### config.mk
export PLATFORM = sky130hd
export DESIGN_NAME = uart_tx_feeder
export DESIGN_NICKNAME = d
export VERILOG_FILES = /design/src/rtl/uart_feeder_pkg.sv /design/src/rtl/uart_tx_fifo.sv /design/src/rtl/uart_tx_feeder.sv
export SDC_FILE = /design/constraint.sdc
export NUM_CORES = 1
export LEC_CHECK = 0
export ABC_AREA = 1
export BUFFER_PORTS_ARGS = -buffer_cell sky130_fd_sc_hd__buf_2
export CAP_MARGIN = 10
export CORE_MARGIN = 2
export CORE_UTILIZATION = 40
export DETAILED_ROUTE_END_ITERATION = 6
export PLACE_DENSITY = 0.76
export SETUP_SLACK_MARGIN = 0.4
export SYNTH_ARGS = -nofsm -noshare
export SYNTH_HDL_FRONTEND = slang
export SYNTH_HIERARCHICAL = 1
export SYNTH_SLANG_ARGS = --single-unit
### constraint.sdc
create_clock -name clock -period 1.65 [get_ports clock]
set_input_delay 0.165 -clock clock [delete_from_list [all_inputs] [get_ports clock]]
set_output_delay 0.165 -clock clock [all_outputs]
set_load 0.01 [all_outputs]
### src/rtl/uart_feeder_pkg.sv
// Shared types and UART register map for the UART transmit feeder.
package uart_feeder_pkg;

  typedef enum logic [2:0] {
    ST_IDLE,
    ST_LOAD,
    ST_WRITE,
    ST_POLL,
    ST_SAMPLE
  } FeederState;

  localparam logic [2:0] UART_CTRL_ADDR = 3'b000;
  localparam logic [2:0] UART_TX_ADDR   = 3'b010;

endpackage

### src/rtl/uart_tx_fifo.sv
// Byte FIFO for the UART feeder; a pop frees a slot for a push in the same cycle.
module uart_tx_fifo #(
  parameter int DEPTH = 8
) (
  input  logic       clk,
  input  logic       rst_n,
  input  logic       push,
  input  logic       pop,
  input  logic [7:0] wdata,
  output logic [7:0] rdata,
  output logic       full,
  output logic       empty
);

  localparam int AW = $clog2(DEPTH);
  localparam int CW = AW + 1;

  logic [7:0]    mem_q [DEPTH];
  logic [AW-1:0] wr_ptr_q, wr_ptr_d;
  logic [AW-1:0] rd_ptr_q, rd_ptr_d;
  logic [CW-1:0] count_q, count_d;
  logic          push_ok;
  logic          pop_ok;

  assign full    = (count_q == CW'(DEPTH));
  assign empty   = (count_q == '0);
  assign rdata   = mem_q[rd_ptr_q];
  assign pop_ok  = pop & ~empty;
  assign push_ok = push & (~full | pop_ok);

  always_comb begin
    wr_ptr_d = wr_ptr_q;
    rd_ptr_d = rd_ptr_q;
    count_d  = count_q;
    if (push_ok) wr_ptr_d = wr_ptr_q + 1'b1;
    if (pop_ok)  rd_ptr_d = rd_ptr_q + 1'b1;
    case ({push_ok, pop_ok})
      2'b10:   count_d = count_q + 1'b1;
      2'b01:   count_d = count_q - 1'b1;
      default: count_d = count_q;
    endcase
  end

  always_ff @(posedge clk or negedge rst_n) begin
    if (!rst_n) begin
      wr_ptr_q <= '0;
      rd_ptr_q <= '0;
      count_q  <= '0;
    end else begin
      wr_ptr_q <= wr_ptr_d;
      rd_ptr_q <= rd_ptr_d;
      count_q  <= count_d;
    end
  end

  always_ff @(posedge clk) begin
    if (push_ok) mem_q[wr_ptr_q] <= wdata;
  end

endmodule

### src/rtl/uart_tx_feeder.sv
// Feeds buffered bytes into a UART: write TX register, then poll control until not busy.
// Define UART_TX_FEEDER_FIFO_EN for a DEPTH-entry FIFO; otherwise a single holding register.
module uart_tx_feeder
  import uart_feeder_pkg::*;
#(
  parameter int DEPTH    = 8,
  parameter int BUSY_BIT = 1
) (
  input  logic       clock,
  input  logic       reset,
  input  logic       in_valid,
  input  logic [7:0] in_data,
  output logic       in_ready,
  output logic       cs,
  output logic       wr,
  output logic [2:0] addr,
  output logic [7:0] tx_data,
  output logic       rd_strobe,
  input  logic       rd_busy,
  input  logic [7:0] rd_data,
  output logic       idle
);

  FeederState state_q, state_d;
  logic [7:0] tx_data_q, tx_data_d;
  logic       ready_en_q, ready_en_d;
  logic       buf_push;
  logic       buf_pop;
  logic       buf_full;
  logic       buf_empty;
  logic [7:0] buf_data;
  logic       unused_rd;

  assign unused_rd = ^rd_data;
  assign buf_push  = in_valid & in_ready;

`ifdef UART_TX_FEEDER_FIFO_EN
  uart_tx_fifo #(
    .DEPTH(DEPTH)
  ) u_fifo (
    .clk   (clock),
    .rst_n (reset),
    .push  (buf_push),
    .pop   (buf_pop),
    .wdata (in_data),
    .rdata (buf_data),
    .full  (buf_full),
    .empty (buf_empty)
  );

  assign in_ready = ready_en_q & (~buf_full | buf_pop);
`else
  logic [7:0] hold_q, hold_d;
  logic       hold_valid_q, hold_valid_d;
  logic       unused_depth;

  assign unused_depth = (DEPTH > 0);

  always_comb begin
    hold_d       = hold_q;
    hold_valid_d = hold_valid_q;
    if (buf_pop) hold_valid_d = 1'b0;
    if (buf_push) begin
      hold_d       = in_data;
      hold_valid_d = 1'b1;
    end
  end

  always_ff @(posedge clock or negedge reset) begin
    if (!reset) begin
      hold_q       <= '0;
      hold_valid_q <= 1'b0;
    end else begin
      hold_q       <= hold_d;
      hold_valid_q <= hold_valid_d;
    end
  end

  assign buf_full  = hold_valid_q;
  assign buf_empty = ~hold_valid_q;
  assign buf_data  = hold_q;
  assign in_ready  = ready_en_q & ~buf_full;
`endif

  always_comb begin
    state_d    = state_q;
    tx_data_d  = tx_data_q;
    ready_en_d = 1'b1;
    buf_pop    = 1'b0;
    cs         = 1'b1;
    wr         = 1'b1;
    rd_strobe  = 1'b1;
    addr       = UART_CTRL_ADDR;
    case (state_q)
      ST_IDLE: begin
        if (!buf_empty) begin
          buf_pop   = 1'b1;
          tx_data_d = buf_data;
          state_d   = ST_LOAD;
        end
      end
      ST_LOAD: begin
        cs      = 1'b0;
        addr    = UART_TX_ADDR;
        state_d = ST_WRITE;
      end
      ST_WRITE: begin
        cs      = 1'b0;
        addr    = UART_TX_ADDR;
        wr      = 1'b0;
        state_d = ST_POLL;
      end
      ST_POLL: begin
        cs        = 1'b0;
        rd_strobe = 1'b0;
        state_d   = ST_SAMPLE;
      end
      ST_SAMPLE: begin
        cs = 1'b0;
        // busy flag is only meaningful once the UART read has completed
        if (!rd_busy) state_d = rd_data[BUSY_BIT] ? ST_POLL : ST_IDLE;
      end
      default: state_d = ST_IDLE;
    endcase
  end

  always_ff @(posedge clock or negedge reset) begin
    if (!reset) begin
      state_q    <= ST_IDLE;
      tx_data_q  <= '0;
      ready_en_q <= 1'b0;
    end else begin
      state_q    <= state_d;
      tx_data_q  <= tx_data_d;
      ready_en_q <= ready_en_d;
    end
  end

  assign tx_data = tx_data_q;
  assign idle    = buf_empty & (state_q == ST_IDLE);

endmodule

# ---- Word level (Yosys, flattened, before mapping)
# Index checks and enable logic that the tools add are counted.
dict set report word_totals {
  regBits 21
  latch_bits 0
  ram_bits 0
  romBits 0
  in_bits 20
  output_inout_bits 16
  elab_cells 33
  memories 0
}
dict set report classes {
  addsub 0
  mul 0
  div_mod_pow 0
  magnitude_cmp 0
  n_eq_ne 6
  shift 0
  mux 12
  bitwise 4
  n_reduce_logical 6
}
# operator count
set ops {}
lappend ops {{$pmux W3 S5} 1}
lappend ops {{$mux W1} 7}
lappend ops {{$eq A3 B2 Y1 const B} 2}
lappend ops {{$mux W3} 2}
lappend ops {{$mux W2} 2}
lappend ops {{$ne A2 B2 Y1 const B} 2}
lappend ops {{$reduce_and A2 Y1} 2}
lappend ops {{$reduce_or A4 Y1} 1}
lappend ops {{$and A1 B1 Y1} 3}
lappend ops {{$eq A3 B1 Y1 const B} 1}
lappend ops {{$eq A3 B3 Y1 const B} 1}
lappend ops {{$logic_not A3 Y1} 1}
lappend ops {{$reduce_bool A2 Y1} 1}
lappend ops {{$reduce_or A2 Y1} 1}
lappend ops {{$not A1 Y1} 1}

# ---- Depth between registers and ports, before layout
# Gate-level depths: netlist (run 1).
dict set report logic_depth {
  word_depth 4
  depth_mapped 5
  ltp_nobuf 5
}

# ---- Worst setup path before layout (run 1)
# No wires, ideal clock.
dict set report synth_path {
  path_kind {register -> output}
  startpoint {register state_q[2]}
  endpoint {output cs}
  arrival_time_ps 914
  t_required_ps 1485
  setup_slack_ps 571
  stages_incl_launch_ff 5
  path_buffers 0
  cell_sequence {dfrtp_1 inv_1 nand3_1 o21ai_0 nor2_1}
}
dict set report synth_via {
  elab_chain_cells 3
  word_cells_on_any_way 6
  classes_between {eq/ne: 4; mux: 1; reduce/logical: 1}
}
# element line
set synth_lines {}
lappend synth_lines {{start, declared} uart_tx_feeder.sv:24} ;# FeederState state_q, state_d;
lappend synth_lines {{start signal, assigned} uart_tx_feeder.sv:133} ;# state_q <= state_d;
lappend synth_lines {{$eq A3 B3 Y1, or another cell as far along} uart_tx_feeder.sv:94} ;# case (state_q)
lappend synth_lines {{$reduce_or A4 Y1 (no line) (*)} -}
lappend synth_lines {{$mux W1 (*)} uart_tx_feeder.sv:94}
lappend synth_lines {{end, declared} uart_tx_feeder.sv:14} ;# output logic cs,
# Every way passes the cells marked *; elsewhere a longest branch is shown, timed or not.

# ---- Worst setup path after layout (run 1)
dict set report layout_path {
  startpoint {register state_q[1]}
  endpoint {output cs}
}
# Same word-level chain as after synthesis.

==> key figures, run 1 <==
Global routing
  – Largest net degree at the start of global routing: 22
  – Vias in the first global route: 687
  – Initial antenna violation count: 0
  – First-pass GRT wire length: 3190 µm
  – GRT Residual Overflow: 0
  – GR Util All Layers: 0.166

Layout
  – Filler instances: between 150 and 200
  – Multi-input logic area: just under 400 µm²
  – Final core occ: 0.597
  – Nets@finish: 170
  – Most common cell after layout, fill and taps aside: nand2_1
  – Commonest non-fill, non-tap cells in the layout: nand2_1 (45), buf_2 (25), dfrtp_1 (20)
  – FF/Latch Area: approximately 530 µm²
  – Share of layout cells above drive strength 1: 0.430
  – N_diodes: 0
  – Area Overhead vs Synth: 42.9%

Synth
  – Syn Std Cell Area: 907 µm²
  – Yosys reg bits: 21
  – Post-synthesis sequential area ratio: 0.579
  – Avg Cell Area, Syn: ~8.6 µm²
  – Distinct cells, synth: 15
  – Ys Warns: 6
  – Post-synthesis cell count: around 110

Placed design
  – Hpwl dp: approximately 1200 µm
  – Port Buffers: 26
  – RePlAce Congestion: 0.728

Timing
  – Crit path time final: 1.49 ns
  – Final Hold Violating Endpoints: 0
  – Slew Limit Fails: 0
  – Achievable Freq: a little under 700 MHz
  – Setup TNS: 0 ns
  – Crit share post-route: 0.900
  – Final setup viols: 0
  – Skew final: 0.00300 ns
  – RSZ-0062 raised after global routing: true

Routing
  – Residual DRC: 0
  – First-pass iteration count of the detailed router: 4
  – Final wirelength: approximately 2300 µm
  – Initial DRC Count: 19
  – Vias/cell: ~4.8
  – Via Count: ~850
  – Routed length per instance: around 13 µm
  – Final ANT Viol Nets: 0

Pwr
  – Power per cell area: between 2000 and 2500 nW/µm²
  – Max IR drop VDD: 990 µV
  – Psw: between 0.001 and 0.0015 W
  – Comb power frac: 0.557
  – Clock power frac: 0.090
  – Leakage power: 0.737 nW
  – P_int: about 0.0015 W
  – Sw frac: 0.430
  – Part of the power in registers: 0.353

Clocking
  – Number of H-tree levels: 1
  – Clock buffers created by TritonCTS: 3
  – Clock insertion delay at the later pin of the skew report: approximately 0.3 ns
  – Clk slew on worst S/H paths: 0.11 ns
  – Clock tree buffer depth: 2
  – CTS tree: yes
  – Num Clock Sinks: 21
  – CTS root buffer: clkbuf_4

Setup path
  – CP Class: register to output port
  – Crit path DAT: about 1.3 ns
  – Kind of cell adding the most delay to the critical path: flip-flops
  – Critical path, cell by cell: inv_2, nand2_4, o21ai_2, nor2_2, buf_2
  – Required time worst endpoint: roughly 1.5 ns
  – Largest stage delay, worst path: between 0.4 and 0.5 ns
  – Slowest cell on crit path: dfrtp_2
  – Bufs and invs on worst path: 2
  – CP Launch Type: register
  – Worst Setup End Kind: output port
  – Largest fanout on the critical path: 5

Floorplanning
  – Core ar.: around 2200 µm²
  – Height of the die: 51.6 µm
  – Initial Utilization: 0.418
  – Die width: 51.6 µm
  – Die area: 2660 µm²
  – Io pins: 36
  – Std cell rows: 17

Status
  – Status: finished clean

Job
  – Max-cap violations: 0

Min path
  – Hold Path Class: input port to register
stage by stage:
stage               cells  hold slack [ns]  instance area, µm²  setup slack (ns)  power [W]
floorplan             106           -0.131                 911             0.571    0.00149
CTS                   171           0.0899                1190             0.252    0.00227
global placement      157            0.132                1060             0.505    0.00175
global route          177           0.0837                1300             0.129    0.00284
detailed placement    157            0.137                1060             0.487    0.00179
finish                177           0.0922                1300             0.165    0.00267
sequential cells by signal, summed over array words and instances (netlist names):
name and count:
buf_data 8, buf_full 1, ready_en_q 1, state_q 3, tx_data 8
final timing paths:
| kind | slack [ns] | end | start | depth (start not counted) |
|---|---|---|---|---|
| setup / recovery | 0.16 | cs | state_q[1] | 5 |
| hold / removal | 0.09 | buf_data[7] | in_data[7] | 3 |
| setup reg to reg | 0.33 | tx_data[0] | state_q[0] | 8 |
| hold reg to reg | 0.49 | tx_data[3] | tx_data[3] | 2 |
| max in group asynchronous | 0.98 | state_q[1] | reset | 2 |
| min in group asynchronous | 0.34 | state_q[0] | reset | 2 |
metal layers:
metal  share of wire  global-route usage  vias to the layer above
li1                -                   -                      407
met1            0.43               0.217                      401
met2            0.50               0.265                       34
met3           0.052              0.0316                        6
met4           0.020              0.0833                        0
met5               0                   0                        -
worst reg2reg max path: cells and delay by family, from the launching register on:
kind,cells,cell delay [ns]
buffers and inverters,4,0.48
DFF,1,0.45
and+or+nand+nor,4,0.33
what timing repair did:
item / CTS / global route
gates resized for setup: 13 / 16
buffers inserted: 9 / 4
pin swaps: 5 / 3
endpoints found under the setup margin: 6 / 16
hold buffers: 1 / 0
endpoints found under the hold margin: 21 / 0
gates cloned: 0 / 2
cell type report:
class | instances | area share
clock buffer | 4 | 0.0203
timing repair inverter | 1 | 0.00386
sequential | 21 | 0.406
tap | 28 | 0.0270
inverter | 9 | 0.0357
timing repair buffer | 40 | 0.203
multi-input combinational | 74 | 0.304
synthesized netlist by cell type:
master	count	share of area
nor2b_2	1	0.0097
inv_1	8	0.033
o21ai_0	1	0.0055
nand3_4	1	0.019
conb_1	2	0.0083
clkbuf_1	1	0.0041
inv_4	1	0.0069
nor2_4	2	0.025
nand2_1	47	0.19
dfrtp_1	21	0.58
nand2_2	1	0.0069
o21ai_1	1	0.0055
buf_4	2	0.017
nand3_1	14	0.077
nor2_1	2	0.0083
power groups by stage:
| stage | registers [W] | clock network [W] | logic, W |
|---|---|---|---|
| finish | 0.000942 | 0.000239 | 0.00149 |
| global route | 0.000963 | 0.000269 | 0.00161 |
| CTS | 0.000911 | 0.000243 | 0.00112 |
| detailed placement | 0.000914 | 0 | 0.000875 |
| global placement | 0.000900 | 0 | 0.000846 |
| floorplan | 0.000924 | 0 | 0.000565 |
logic make-up (layout without fill, tap and decap cells):
kind of cell	after synthesis	after routing	share of synthesized area
other cells	2	3	0.00828
compound gates	2	2	0.0110
flops	21	21	0.579
buf+inv	12	54	0.0607
simple gates	68	69	0.341
Power figures use the tool's default switching activity.
==> run 2: changes to the inputs <==
--- a/config.mk
+++ b/config.mk
@@ -12,6 +12,7 @@
 export CORE_UTILIZATION = 40
 export DETAILED_ROUTE_END_ITERATION = 6
 export PLACE_DENSITY = 0.76
+export RECOVER_POWER = 25
 export SETUP_SLACK_MARGIN = 0.4
 export SYNTH_ARGS = -nofsm -noshare
 export SYNTH_HDL_FRONTEND = slang
==> run 2 against run 1 <==
Net effect:
- combinational power hardly changed
- critical path type unchanged
- sequential share of layout area hardly changed
- wire length hardly changed
- design area hardly changed
- clock power hardly changed
- global-route usage stayed put
- first-iteration DRC count stayed put
- register-to-register slack hardly changed
- setup slack hardly changed
- hold slack hardly changed
==> key figures, run 2 (synthesis results as in run 1) <==
Placed design
  – DP Area: 1060 µm² (unchanged)
  – RePlAce Congestion: 0.728 (unchanged)
  – DP Worst Slack: 0.487 ns (unchanged)
  – Port Buffers: 26 (unchanged)
  – Hpwl dp: 1220 µm (unchanged)

Setup path
  – Critical path, cell by cell: inv_2, nand2_4, o21ai_2, nor2_2, buf_2
  – Kind of cell adding the most delay to the critical path: flip-flops
  – CP Class: register to output port
  – Largest fanout on the critical path: 5 (unchanged)
  – Required time worst endpoint: 1.48 ns (about the same)
  – Slowest cell on crit path: dfrtp_2
  – Levels on crit path: 5 (unchanged)
  – Largest stage delay, worst path: 0.49 ns (about the same)
  – Crit path DAT: 1.32 ns (about the same)
  – CP Launch Type: register
  – R2R cell count: 8 (unchanged)
  – Bufs and invs on worst path: 2 (unchanged)
  – Worst Setup End Kind: output port

Floorplanning
  – Die width: 51.6 µm (unchanged)
  – Core ar.: 2170 µm² (unchanged)
  – Std cell rows: 17 (unchanged)
  – Initial Utilization: 0.418 (unchanged)
  – Die area: 2660 µm² (unchanged)
  – Height of the die: 51.6 µm (unchanged)
  – Io pins: 36 (unchanged)

Timing
  – Worst setup margin: 0.165 ns (-0.00000500 ns)
  – Skew final: 0.00301 ns (+0.00000311 ns)
  – RSZ-0062 raised after global routing: true
  – Worst Tran Pin Value: around 1.1 ns
  – Crit path time final: 1.49 ns (+0.00000500 ns)
  – Achievable Freq: 673 MHz (about the same)
  – Crit share post-route: 0.900 (about the same)
  – Slew Limit Fails: 0 (unchanged)
  – Relative max-transition margin: 0.267
  – Setup TNS: 0 ns (unchanged)
  – Final Hold Violating Endpoints: 0 (unchanged)
  – Final setup viols: 0 (unchanged)

Global routing
  – GRT Residual Overflow: 0 (unchanged)
  – GR Util All Layers: 0.166 (unchanged)
  – Initial antenna violation count: 0 (unchanged)
  – First-pass GRT wire length: 3190 µm (unchanged)
  – Largest net degree at the start of global routing: 22 (unchanged)
  – Vias in the first global route: 687 (unchanged)

Clocking
  – Clock insertion delay at the later pin of the skew report: 0.30 ns (about the same)
  – Clock tree buffer depth: 2 (unchanged)
  – Clock buffers created by TritonCTS: 3 (unchanged)
  – Num Clock Sinks: 21 (unchanged)
  – CTS tree: yes
  – CTS root buffer: clkbuf_4
  – Clk slew on worst S/H paths: 0.11 ns (about the same)
  – Number of H-tree levels: 1 (unchanged)

Routing
  – M1 WL: 988 µm (-0.20%)
  – Met2 wire length: 1160 µm (about the same)
  – Met3 wire length: 121 µm (unchanged)
  – DR top layer: met4
  – Routed length per instance: 13.1 µm (about the same)
  – Initial DRC Count: 19 (unchanged)
  – Final wirelength: 2320 µm (about the same)
  – First-pass iteration count of the detailed router: 4 (unchanged)
  – Via Count: 847 (-0.12%)
  – Vias/cell: 4.79 (-0.12%)
  – Final ANT Viol Nets: 0 (unchanged)
  – Residual DRC: 0 (unchanged)

Pwr
  – Power per cell area: 2060 nW/µm² (about the same)
  – Leakage power: 0.734 nW (-0.37%)
  – Total Power: 0.00267 W (about the same)
  – Max IR drop VDD: 989 µV (about the same)

Layout
  – Post-route design area: 1290 µm² (about the same)
  – Share of layout cells above drive strength 1: 0.423 (-0.00671)
  – Commonest non-fill, non-tap cells in the layout: nand2_1 (45), buf_2 (24), dfrtp_1 (20)
  – N_diodes: 0 (unchanged)
  – Final core occ: 0.597 (about the same)
  – Area Overhead vs Synth: 42.8% (about the same)
  – Most common cell after layout, fill and taps aside: nand2_1
  – Nets@finish: 170 (unchanged)

Job
  – Max-cap violations: 0 (unchanged)

Status
  – Status: finished clean

Min path
  – WHS Path Cells: 3 (unchanged)
  – Hold Path Class: input port to register
run 2: layer usage:
| metal | vias up | global-route usage |
|---|---|---|
| met2 | 34 | 0.265 |
| met3 | 6 | 0.0316 |
| met4 | 0 | 0.0833 |
| met5 | - | 0 |
| met1 | 400 | 0.217 |
| li1 | 407 | - |
run 2: through the flow:
stage | hold slack [ns] | std cells
2_1_floorplan | -0.131 | 106
3_3_place_gp | 0.132 | 157
3_5_place_dp | 0.137 | 157
4_1_cts | 0.0899 | 171
5_1_grt | 0.0837 | 177
6_report | 0.0922 | 177
run 2: report_power, final:
group / leakage (nW) / switching, W / internal, W
Sequential: 0.262 / 0.000199 / 0.000743
Combinational: 0.457 / 0.000803 / 0.000683
Clock: 0.0150 / 0.000145 / 0.0000941
run 2: final cells by class:
cell class | count | area [µm²]
repair inverters | 1 | 5.00
well taps | 28 | 35.0
multi-input cells | 74 | 394
fillers | 185 | 875
flip-flops and latches | 21 | 527
inverters | 9 | 46.3
clock buffers | 4 | 26.3
repair buffers | 40 | 262
run 2: path summary, 6_finish.rpt:
| kind | from | end | slack (ns) |
|---|---|---|---|
| worst min register to register | tx_data[3] | tx_data[3] | 0.49 |
| worst max-delay path | state_q[1] | cs | 0.16 |
| worst max register to register | state_q[0] | tx_data[0] | 0.33 |
| worst min-delay path | in_data[7] | buf_data[7] | 0.09 |
| max in group asynchronous | reset | state_q[1] | 0.35 |
| min in group asynchronous | reset | state_q[0] | 0.58 |
run 2: worst register-to-register path: cells and delay by family, from the launching register on:
family / cells / cell delay, ns
flip-flops: 1 / 0.45
buffers and inverters: 4 / 0.48
AND/OR/NAND/NOR: 4 / 0.33
run 2: timing repair:
item	CTS	global route
resized for setup	13	16
pin swaps	5	3
endpoints found under the hold margin	21	0
buffers inserted	9	4
hold buffers	1	0
endpoints found under the setup margin	6	16
cloned	0	2
